===== src/rtl/arcade_input_pkg.sv =====
// Shared definitions for the arcade input mapper:
// joystick word bit positions and PS/2 scan codes.
package arcade_input_pkg;

  localparam logic [7:0] SC_UP     = 8'h75;
  localparam logic [7:0] SC_DOWN   = 8'h72;
  localparam logic [7:0] SC_LEFT   = 8'h6B;
  localparam logic [7:0] SC_RIGHT  = 8'h74;
  localparam logic [7:0] SC_CTRL   = 8'h14;
  localparam logic [7:0] SC_ALT    = 8'h11;
  localparam logic [7:0] SC_SPACE  = 8'h29;
  localparam logic [7:0] SC_LSHIFT = 8'h12;
  localparam logic [7:0] SC_Z      = 8'h1A;
  localparam logic [7:0] SC_F1     = 8'h05;
  localparam logic [7:0] SC_F2     = 8'h06;
  localparam logic [7:0] SC_F3     = 8'h04;
  localparam logic [7:0] SC_F4     = 8'h0C;
  localparam logic [7:0] SC_F5     = 8'h03;

  localparam int NKEYS = 14;

  typedef enum logic [3:0] {
    K_UP,
    K_DOWN,
    K_LEFT,
    K_RIGHT,
    K_CTRL,
    K_ALT,
    K_SPACE,
    K_LSHIFT,
    K_Z,
    K_F1,
    K_F2,
    K_F3,
    K_F4,
    K_F5,
    K_NONE
  } key_e;

  function automatic int BTN_BIT(input int k);
    return 4 + k;
  endfunction

  function automatic int START1_BIT(input int nbtn);
    return 4 + nbtn;
  endfunction

  function automatic int START2_BIT(input int nbtn);
    return 5 + nbtn;
  endfunction

  function automatic int COIN_BIT(input int nbtn);
    return 6 + nbtn;
  endfunction

  function automatic int PAUSE_BIT(input int nbtn);
    return 7 + nbtn;
  endfunction

  function automatic key_e key_of(input logic [7:0] code);
    key_e k;
    case (code)
      SC_UP:     k = K_UP;
      SC_DOWN:   k = K_DOWN;
      SC_LEFT:   k = K_LEFT;
      SC_RIGHT:  k = K_RIGHT;
      SC_CTRL:   k = K_CTRL;
      SC_ALT:    k = K_ALT;
      SC_SPACE:  k = K_SPACE;
      SC_LSHIFT: k = K_LSHIFT;
      SC_Z:      k = K_Z;
      SC_F1:     k = K_F1;
      SC_F2:     k = K_F2;
      SC_F3:     k = K_F3;
      SC_F4:     k = K_F4;
      SC_F5:     k = K_F5;
      default:   k = K_NONE;
    endcase
    return k;
  endfunction

endpackage


===== src/rtl/arcade_pulse_stretch.sv =====
// Rising-edge triggered pulse of TICKS cen ticks;
// edges seen while the pulse is running are ignored.
module arcade_pulse_stretch #(
  parameter int TICKS = 8
) (
  input  logic clk,
  input  logic reset,
  input  logic cen,
  input  logic src,
  output logic pulse
);

  localparam int CW = $clog2(TICKS + 1);

  logic [CW-1:0] cnt;
  logic [CW-1:0] cnt_next;
  logic          src_q;

  always_comb begin
    cnt_next = cnt;
    if (cnt == '0) begin
      if (src && !src_q) cnt_next = CW'(TICKS);
    end else if (cen) begin
      cnt_next = cnt - 1'b1;
    end
  end

  // src_q loads the live source on reset so a held
  // source does not retrigger once reset drops.
  always_ff @(posedge clk) begin
    if (reset) begin
      cnt   <= '0;
      src_q <= src;
      pulse <= 1'b0;
    end else begin
      cnt   <= cnt_next;
      src_q <= src;
      pulse <= (cnt_next != '0);
    end
  end

endmodule


===== src/rtl/arcade_input_mapper.sv =====
// Player-input front end: PS/2 keys and joysticks merged into
// per-player direction, button, start, coin, pause and test.
module arcade_input_mapper #(
  parameter int NPLAYERS   = 2,
  parameter int NBTN       = 2,
  parameter int COIN_TICKS = 8,
  parameter int AF_HALF    = 4,
  parameter int ACTIVE_LOW = 1
) (
  input  logic                     clk_sys,
  input  logic                     reset,
  input  logic                     cen,
  input  logic [10:0]              ps2_key,
  input  logic [16*NPLAYERS-1:0]   joy,
  input  logic                     separate,
  input  logic [NBTN-1:0]          af_en,
  output logic [4*NPLAYERS-1:0]    dir,
  output logic [NBTN*NPLAYERS-1:0] btn,
  output logic [NPLAYERS-1:0]      start,
  output logic [NPLAYERS-1:0]      coin,
  output logic                     pause,
  output logic                     test
);

  import arcade_input_pkg::*;

  localparam int S1  = START1_BIT(NBTN);
  localparam int S2  = START2_BIT(NBTN);
  localparam int CB  = COIN_BIT(NBTN);
  localparam int PB  = PAUSE_BIT(NBTN);
  localparam int AFW = $clog2(AF_HALF + 1);
  localparam int NB  = NBTN * NPLAYERS;
  localparam logic INV = (ACTIVE_LOW != 0);

  logic              t_q;
  logic              evt;
  key_e              kid;
  logic [NKEYS-1:0]  keys;
  logic [15:0]       kb;
  logic [15:0]       joy_or;
  logic [16*NPLAYERS-1:0] src;

  logic [4*NPLAYERS-1:0] dir_raw;
  logic [NB-1:0]         held;
  logic [NB-1:0]         btn_raw;
  logic [NPLAYERS-1:0]   start_raw;
  logic [NPLAYERS-1:0]   coin_src;
  logic                  any_af;
  logic                  psrc;

  logic [4*NPLAYERS-1:0] dir_q;
  logic [NB-1:0]         btn_q;
  logic [NPLAYERS-1:0]   start_q;
  logic [NPLAYERS-1:0]   coin_q;
  logic                  pause_q;
  logic                  pause_prev;
  logic                  test_q;
  logic                  ph;
  logic [AFW-1:0]        af_cnt;

  assign evt = (ps2_key[10] != t_q);
  assign kid = key_of(ps2_key[7:0]);

  // One latch per key, so two keys on one function never cancel.
  always_ff @(posedge clk_sys) begin
    if (reset) begin
      t_q  <= ps2_key[10];
      keys <= '0;
    end else begin
      t_q <= ps2_key[10];
      if (evt && kid != K_NONE) keys[kid] <= ps2_key[9];
    end
  end

  always_comb begin
    kb = '0;
    kb[3:0] = {keys[K_UP], keys[K_DOWN],
               keys[K_LEFT], keys[K_RIGHT]};
    kb[BTN_BIT(0)] = keys[K_CTRL] | keys[K_ALT];
    if (NBTN > 1) kb[BTN_BIT(1)] = keys[K_SPACE];
    if (NBTN > 2) kb[BTN_BIT(2)] = keys[K_LSHIFT];
    if (NBTN > 3) kb[BTN_BIT(3)] = keys[K_Z];
    kb[S1] = keys[K_F1];
    kb[S2] = keys[K_F2];
    kb[CB] = keys[K_F3];
    kb[PB] = keys[K_F4];
  end

  always_comb begin
    joy_or = '0;
    for (int i = 0; i < NPLAYERS; i++) begin
      joy_or = joy_or | joy[16*i +: 16];
    end
    for (int i = 0; i < NPLAYERS; i++) begin
      src[16*i +: 16] = (separate ? joy[16*i +: 16] : joy_or)
                      | ((i == 0) ? kb : 16'h0);
    end
  end

  always_comb begin
    dir_raw   = '0;
    held      = '0;
    start_raw = '0;
    coin_src  = '0;
    for (int i = 0; i < NPLAYERS; i++) begin
      dir_raw[4*i +: 4] = src[16*i +: 4];
      coin_src[i]       = src[16*i + CB];
      for (int k = 0; k < NBTN; k++) begin
        held[NBTN*i + k] = src[16*i + BTN_BIT(k)];
      end
      // Merged mode only drives start[0] from Start1P.
      start_raw[i] = (i == 0 || separate) && src[16*i + S1];
      if (i == 1) start_raw[i] = start_raw[i] | joy_or[S2] | kb[S2];
    end
  end

  assign any_af = |(held & {NPLAYERS{af_en}});
  assign psrc   = kb[PB] | joy_or[PB];

  always_comb begin
    btn_raw = '0;
    for (int i = 0; i < NPLAYERS; i++) begin
      for (int k = 0; k < NBTN; k++) begin
        btn_raw[NBTN*i + k] = held[NBTN*i + k]
                            & (af_en[k] ? ph : 1'b1);
      end
    end
  end

  always_ff @(posedge clk_sys) begin
    if (reset) begin
      dir_q      <= '0;
      btn_q      <= '0;
      start_q    <= '0;
      test_q     <= 1'b0;
      pause_q    <= 1'b0;
      pause_prev <= psrc;
      ph         <= 1'b1;
      af_cnt     <= '0;
    end else begin
      dir_q      <= dir_raw;
      btn_q      <= btn_raw;
      start_q    <= start_raw;
      test_q     <= keys[K_F5];
      pause_prev <= psrc;
      if (psrc && !pause_prev) pause_q <= ~pause_q;
      // Phase parks high so a fresh press fires at once.
      if (!any_af) begin
        ph     <= 1'b1;
        af_cnt <= '0;
      end else if (cen) begin
        if (af_cnt == AFW'(AF_HALF - 1)) begin
          ph     <= ~ph;
          af_cnt <= '0;
        end else begin
          af_cnt <= af_cnt + 1'b1;
        end
      end
    end
  end

  for (genvar i = 0; i < NPLAYERS; i++) begin : g_coin
    arcade_pulse_stretch #(
      .TICKS(COIN_TICKS)
    ) u_coin (
      .clk  (clk_sys),
      .reset(reset),
      .cen  (cen),
      .src  (coin_src[i]),
      .pulse(coin_q[i])
    );
  end

  assign dir   = dir_q   ^ {(4*NPLAYERS){INV}};
  assign btn   = btn_q   ^ {NB{INV}};
  assign start = start_q ^ {NPLAYERS{INV}};
  assign coin  = coin_q  ^ {NPLAYERS{INV}};
  assign pause = pause_q ^ INV;
  assign test  = test_q  ^ INV;

  logic unused;
  assign unused = ^{ps2_key[8], src};

endmodule

===== config.mk =====
export PLATFORM = sky130hd
export DESIGN_NAME = arcade_input_mapper
export DESIGN_NICKNAME = d
export VERILOG_FILES = /design/src/rtl/arcade_input_pkg.sv /design/src/rtl/arcade_pulse_stretch.sv /design/src/rtl/arcade_input_mapper.sv
export SDC_FILE = /design/constraint.sdc
export NUM_CORES = 1
export LEC_CHECK = 0
export BUFFER_PORTS_ARGS = -buffer_cell sky130_fd_sc_hd__buf_2
export CAP_MARGIN = 30
export CORE_MARGIN = 2
export CORE_UTILIZATION = 55
export CTS_BUF_LIST = sky130_fd_sc_hd__clkbuf_4 sky130_fd_sc_hd__clkbuf_8 sky130_fd_sc_hd__clkbuf_16
export CTS_CLUSTER_DIAMETER = 50
export DETAILED_ROUTE_END_ITERATION = 6
export PLACE_DENSITY = 0.85
export REMOVE_ABC_BUFFERS = 1
export SETUP_SLACK_MARGIN = 0.15
export SYNTH_ARGS = -nofsm -noshare
export SYNTH_HDL_FRONTEND = slang
export SYNTH_SLANG_ARGS = --single-unit

===== constraint.sdc =====
create_clock -name clk_sys -period 4 [get_ports clk_sys]
set_input_delay 0.4 -clock clk_sys [delete_from_list [all_inputs] [get_ports clk_sys]]
set_output_delay 0.4 -clock clk_sys [all_outputs]
set_load 0.005 [all_outputs]

==> results of run 1 <==
registers in the layout, indices dropped and copies added, names as in the netlist, 2 cells and up:
name                 flops
keys                    12
dir_q                    8
g_coin.u_coin.pulse      2
af_cnt                   3
btn_q                    4
start_q                  2
g_coin.u_coin.src_q      2
g_coin.u_coin.cnt        8
synthesized netlist by cell type (all sizes together):
cell / n / share of area [%]
a41o: 1 / 0.46
a2111oi: 2 / 0.80
nand2b: 7 / 2.0
mux2i: 8 / 3.7
nor2b: 7 / 2.0
ha: 3 / 1.7
nor4bb: 1 / 0.46
dfxtp: 46 / 42
nor3b: 3 / 1.3
o21bai: 1 / 0.34
and4b: 1 / 0.46
o31a: 1 / 0.40
nor3: 8 / 2.1
a32o: 2 / 0.92
a21o: 1 / 0.34
nand4b: 4 / 1.6
buf: 6 / 1.3
nor2: 38 / 6.5
o22ai: 1 / 0.29
or3: 2 / 0.57
o21ai: 9 / 2.1
xnor2: 3 / 1.2
a22o: 1 / 0.40
nand3: 8 / 1.8
a211oi: 8 / 2.8
maj3: 1 / 0.46
nor4b: 2 / 1.1
nand4: 3 / 0.86
clkbuf: 5 / 1.0
and2b: 4 / 1.5
o21a: 1 / 0.34
nand3b: 2 / 0.69
a41oi: 1 / 0.40
a21oi: 23 / 5.3
a31oi: 1 / 0.29
o31ai: 1 / 0.34
inv: 27 / 4.7
nor4: 2 / 0.57
or2: 1 / 0.40
nand2: 21 / 3.6
o41ai: 1 / 0.40
and3: 1 / 0.29
through the flow:
stage	worst slack (ns)	hold WS (ns)	instances	instance area, um2
final	2.345	0.2268	367	2549
after global routing	2.049	0.2197	367	2549
after CTS	2.354	0.2223	367	2549
after detailed placement	2.112	0.4533	359	2454
after global placement	2.137	0.4477	359	2454
after floorplan	2.489	0.4277	258	2128
layout make-up:
class	instances	area, um2
multi-input cells	185	1106
clock inverters	2	12.51
well taps	48	60.06
inverters	27	101.3
clock buffers	6	82.58
repair buffers	53	265.3
flip-flops and latches	46	920.9
fillers	336	1195
how the worst min path moves through the flow:
stage,start,to,slack [ns]
floorplan,ps2_key[10],t_q$_DFF_P_,0.43
global placement,keys[0]$_SDFFE_PP0P_,keys[0]$_SDFFE_PP0P_,0.45
detailed placement,keys[9]$_SDFFE_PP0P_,keys[9]$_SDFFE_PP0P_,0.45
CTS,ps2_key[10],t_q$_DFF_P_,0.22
global route,ps2_key[10],t_q$_DFF_P_,0.22
finish,ps2_key[10],t_q$_DFF_P_,0.23
critical path, delay by kind of cell, from the launching register on:
family | cells | cell delay (ns)
and+or+nand+nor | 2 | 0.20
DFF | 1 | 0.35
AOI/OAI and AO/OA | 3 | 0.63
adders and majority gates | 1 | 0.26
buffers and inverters | 1 | 0.07
routing by layer:
layer	vias to the layer above	share of wire [%]	global-route usage, %
met5	-	0	0
li1	1017	-	-
met2	66	46	35.25
met1	877	46	26.05
met4	0	1.2	6.633
met3	6	6.8	5.236
cells by family (layout without fill, tap and decap cells):
group / count (synthesis) / count (layout) / share of synthesized area [%]
AO/OA/AOI/OAI: 55 / 55 / 15.85
buffers and inverters: 38 / 88 / 6.950
XOR/XNOR: 3 / 3 / 1.206
multiplexers: 8 / 8 / 3.676
AND/OR/NAND/NOR: 115 / 115 / 27.86
adder cells (fa/ha/maj): 4 / 4 / 2.183
flip-flops: 46 / 46 / 42.27
power by group:
| part | total [uW] | switching, uW | internal (uW) |
|---|---|---|---|
| Sequential | 544 | 33.6 | 511 |
| Combinational | 320 | 177 | 142 |
| Clock | 291 | 153 | 139 |
| Total | 1160 | 364 | 792 |
==> flow_summary.toml, run 1 <==
[outcome]
status = "complete, no violations"

[clocking]
cts-resized-gates = 0
cts_tree = "done"
clk_path_buf_depth = 2
cts_max_level = 2
root_buffer = "clkbuf_8"
cts.sinks = 46
post_cts_buffers = 0
cts.clk_slew.worst_paths_ns = 0.09
cts-buffers-inserted = 5
clk_latency_ns = 0.30
holdBufCountCts = 0

[sta]
min_period_over_period_pct = 41.38
final_hold_viol_count = 0
slew_headroom_pct = 55.41
min_period_ns = 1.655
setup_viol = 0
fin_skew_ns = 0.008270
worst_pin_slew_ns = 0.6689
slew_viol_final = 0
rsz0062_at_grt = "false"
finalSetupTns_ns = 0
fmax_ghz = 0.6042

[final_layout]
final_core_util_pct = 68.08
layout_commonest_cell = "buf_2"
final_cell_mix = "buf_2, dfxtp_1, nor2_1"
antennaDiodeCount = 0
nets = 370
area_delta_synth_final_pct = 17.00
drive_above_1_share_pct = 20.69

[flow_run]
drv_cap = 0

[critical_path]
cp-end-kind = "register"
worstReg2RegStart = "g_coin[0].u_coin.cnt[0]$_SDFF_PP0_"
arrival_ns = 1.82
critPathMaxFanout = 6
cp.required_ns = 4.16
critPathKind = "reg2reg"
r2r_cells = 7
rrSetupSlack_ns = 2.34
r2r_end = "g_coin[0].u_coin.pulse$_SDFF_PP0_"
start_kind = "register"
critPathLaunch = "g_coin[0].u_coin.cnt[0]$_SDFF_PP0_"
max_stage_delay_ns = 0.35
endpoint = "g_coin[0].u_coin.pulse$_SDFF_PP0_"
slowest_stage = "dfxtp_1"
cp_cell_sequence = "inv_1 -> ha_1 -> nand2b_1 -> o21ai_0 -> nor2_1 -> a21oi_1 -> a31oi_1"

[synthesis]
synthCells = 269
ys_seq_area_share_pct = 42.27
netlist_area_um2 = 2178
ys_warn_count = 0
synth_cell_type_count = 49
ys_ff_latch = 46
avgSynthCellArea_um2 = 8.098

[placement]
portBuffers = 53
gp_congestion = 0.8503
hpwl_um = 3106

[power]
p_per_area_nw_per_um2 = 453.4
leakagePower_uw = 0.001100
total_power_uw = 1155
ir_worst_vdd_uv = 225.9

[drt]
routed_wl_um = 4241
dr.pass1.iters = 4
final_antenna_net_count = 0
via_per_inst = 5.357
drc = 0
drtIter0Drc = 135
vias = 1966
wl_per_cell_um = 11.56

[global_route]
antenna_found_initial = 0
grt-ovfl-total = 0
grt_first_pass_wirelength_um = 7238
gr-usage-all-layers_pct = 20.91
grt_max_degree = 41
grt_pass1_vias = 1765

[die]
die_w_um = 66.94
die-height_um = 66.94
dieArea_um2 = 4480
row_count = 22
ios = 67
initial_utilization_pct = 58.19
coreArea_um2 = 3744

[hold_path]
min_path_cells = 1
hp-class = "in2reg"
No activity file was read; power rests on OpenSTA's default activity.
==> run 2, diff against run 1 <==
--- a/config.mk
+++ b/config.mk
@@ -8,11 +8,11 @@
 export BUFFER_PORTS_ARGS = -buffer_cell sky130_fd_sc_hd__buf_2
 export CAP_MARGIN = 30
 export CORE_MARGIN = 2
-export CORE_UTILIZATION = 55
+export CORE_UTILIZATION = 51
 export CTS_BUF_LIST = sky130_fd_sc_hd__clkbuf_4 sky130_fd_sc_hd__clkbuf_8 sky130_fd_sc_hd__clkbuf_16
 export CTS_CLUSTER_DIAMETER = 50
 export DETAILED_ROUTE_END_ITERATION = 6
-export PLACE_DENSITY = 0.85
+export PLACE_DENSITY = 0.79
 export REMOVE_ABC_BUFFERS = 1
 export SETUP_SLACK_MARGIN = 0.15
 export SYNTH_ARGS = -nofsm -noshare
==> constraint.sdc (replaced) <==
create_clock -name clk_sys -period 1.7 [get_ports clk_sys]
set_input_delay 0.17 -clock clk_sys [delete_from_list [all_inputs] [get_ports clk_sys]]
set_output_delay 0.17 -clock clk_sys [all_outputs]
set_load 0.005 [all_outputs]
==> run 2 against run 1 <==
Sequential power increased by 140%; flip-flop and latch count unchanged; fmax increased by 13%; wire length increased by 4.4%; global-route usage decreased by 2.5 points; die area increased by 7.4%; sequential share of layout area decreased by 1.4 points; largest power group unchanged; highest routed layer unchanged.
==> flow_summary.toml, run 2 (synthesis gave the netlist of run 1 again) <==
[power]
leakagePower_uw = 0.001150
p_per_area_nw_per_um2 = 1112
ir_worst_vdd_uv = 575.6
total_power_uw = 2965

[critical_path]
slowest_stage = "dfxtp_1"
endpoint = "g_coin[0].u_coin.pulse$_SDFF_PP0_"
start_kind = "register"
path_buf_inv = 1
cp_cell_sequence = "inv_1 -> ha_4 -> nor4bb_2 -> a211oi_1 -> a41o_1 -> a31oi_1"
cp_num_cells = 6
arrival_ns = 1.70
critPathKind = "reg2reg"
max_stage_delay_ns = 0.41
critPathMaxFanout = 6
r2r_end = "g_coin[0].u_coin.pulse$_SDFF_PP0_"
rrSetupSlack_ns = 0.23
r2r_cells = 6
cp.required_ns = 1.93
cp-end-kind = "register"
worstReg2RegStart = "g_coin[0].u_coin.cnt[0]$_SDFF_PP0_"
cp_top_family = "compound AO/OA/AOI/OAI gates"
critPathLaunch = "g_coin[0].u_coin.cnt[0]$_SDFF_PP0_"

[drt]
drtIter0Drc = 83
wl_per_cell_um = 11.78
vias = 1998
met2_wirelength_um = 2005
dr.pass1.iters = 4
met1_length_um = 2151
top_layer_used = "met4"
drc = 0
routed_wl_um = 4429
final_antenna_net_count = 0
wl_met3_um = 198
via_per_inst = 5.314

[die]
coreArea_um2 = 4058
initial_utilization_pct = 53.68
dieArea_um2 = 4810
ios = 67
die_w_um = 69.36
row_count = 23
die-height_um = 69.36

[sta]
setup_viol = 0
worst_pin_slew_ns = 0.4519
finalSetupTns_ns = 0
slew_headroom_pct = 69.69
min_period_over_period_pct = 86.51
fmax_ghz = 0.6799
fin_ws_ns = 0.2293
final_hold_viol_count = 0
fin_skew_ns = 0.005766
min_period_ns = 1.471
slew_viol_final = 0
rsz0062_at_grt = "false"

[clocking]
cts_max_level = 2
cts.sinks = 46
clk_latency_ns = 0.29
clk_path_buf_depth = 2
cts.clk_slew.worst_paths_ns = 0.08
post_cts_buffers = 0
cts_tree = "done"
cts-buffers-inserted = 5
root_buffer = "clkbuf_8"

[hold_path]
hp-class = "in2reg"
holdCritStartpoint = "joy[9]"

[final_layout]
regMostFlops = "keys"
antennaDiodeCount = 0
final_cells = 376
area_delta_synth_final_pct = 22.40
final_area_um2 = 2666
largest_reg_flops = 12
reg.largest.list = "keys (12), dir_q (8), g_coin.u_coin.cnt (8)"
drive_above_1_share_pct = 24.54
nets = 377
layout_commonest_cell = "buf_2"
final_cell_mix = "buf_2, dfxtp_1, nor2_1"

[global_route]
antenna_found_initial = 0
grt_pass1_vias = 1746
gr-usage-all-layers_pct = 18.36
grt_first_pass_wirelength_um = 7300
grt-ovfl-total = 0
grt_max_degree = 21

[placement]
placed_cells = 367
portBuffers = 53
dp_slack_ns = 0.1486
gp_congestion = 0.7916
hpwl_um = 3242
dpl_cell_area_um2 = 2501

[outcome]
status = "complete, no violations"

[flow_run]
drv_cap = 0
[run 2: worst register-to-register path, cell delays in order (launching register included)]
cell	delay, ns
dfxtp_1	0.41
inv_1	0.10
ha_4	0.19
nor4bb_2	0.27
a211oi_1	0.08
a41o_1	0.22
a31oi_1	0.12
[run 2: worst min-delay path by stage]
stage | depth (start not counted) | slack, ns | to
final | 2 | 0.07 | pause_prev$_DFF_P_
after floorplan | 0 | 0.20 | t_q$_DFF_P_
after global routing | 2 | 0.09 | pause_prev$_DFF_P_
after CTS | 2 | 0.07 | pause_prev$_DFF_P_
after detailed placement | 1 | 0.30 | t_q$_DFF_P_
after global placement | 1 | 0.30 | t_q$_DFF_P_
[run 2: per-stage QoR]
stage,util [%],hold slack (ns)
detailed placement,61.64,0.3049
finish,65.71,0.07498
global route,65.71,0.08652
CTS,64.69,0.06972
floorplan,-,0.1977
global placement,61.64,0.3008
[run 2: layout make-up]
type / count / area (um2)
tap: 50 / 62.56
inverter: 27 / 101.3
timing repair buffer: 60 / 320.3
multi-input combinational: 185 / 1142
fill: 347 / 1391
sequential: 46 / 925.9
clock buffer: 7 / 83.83
clock inverter: 1 / 30.03
[run 2: what timing repair did]
| action | in CTS | in global routing |
|---|---|---|
| gates resized for setup | 1 | 10 |
| endpoints found under the setup margin | 2 | 5 |
| hold buffers | 1 | 0 |
| endpoints found under the hold margin | 1 | 0 |
| pin swaps | 0 | 2 |
[run 2: layer usage]
layer,global-route usage [%],up-vias
met5,0,-
met4,8.715,0
met3,3.779,6
met2,29.81,55
met1,23.26,899
li1,-,1038
[run 2: power breakdown]
| group | internal, uW | switching [uW] | total (uW) | leakage, uW |
|---|---|---|---|---|
| Sequential | 1210 | 89.4 | 1300 | 0.000380 |
| Combinational | 397 | 456 | 853 | 0.000711 |
| Clock | 472 | 341 | 813 | 0.0000593 |
| Total | 2080 | 887 | 2970 | 0.00115 |
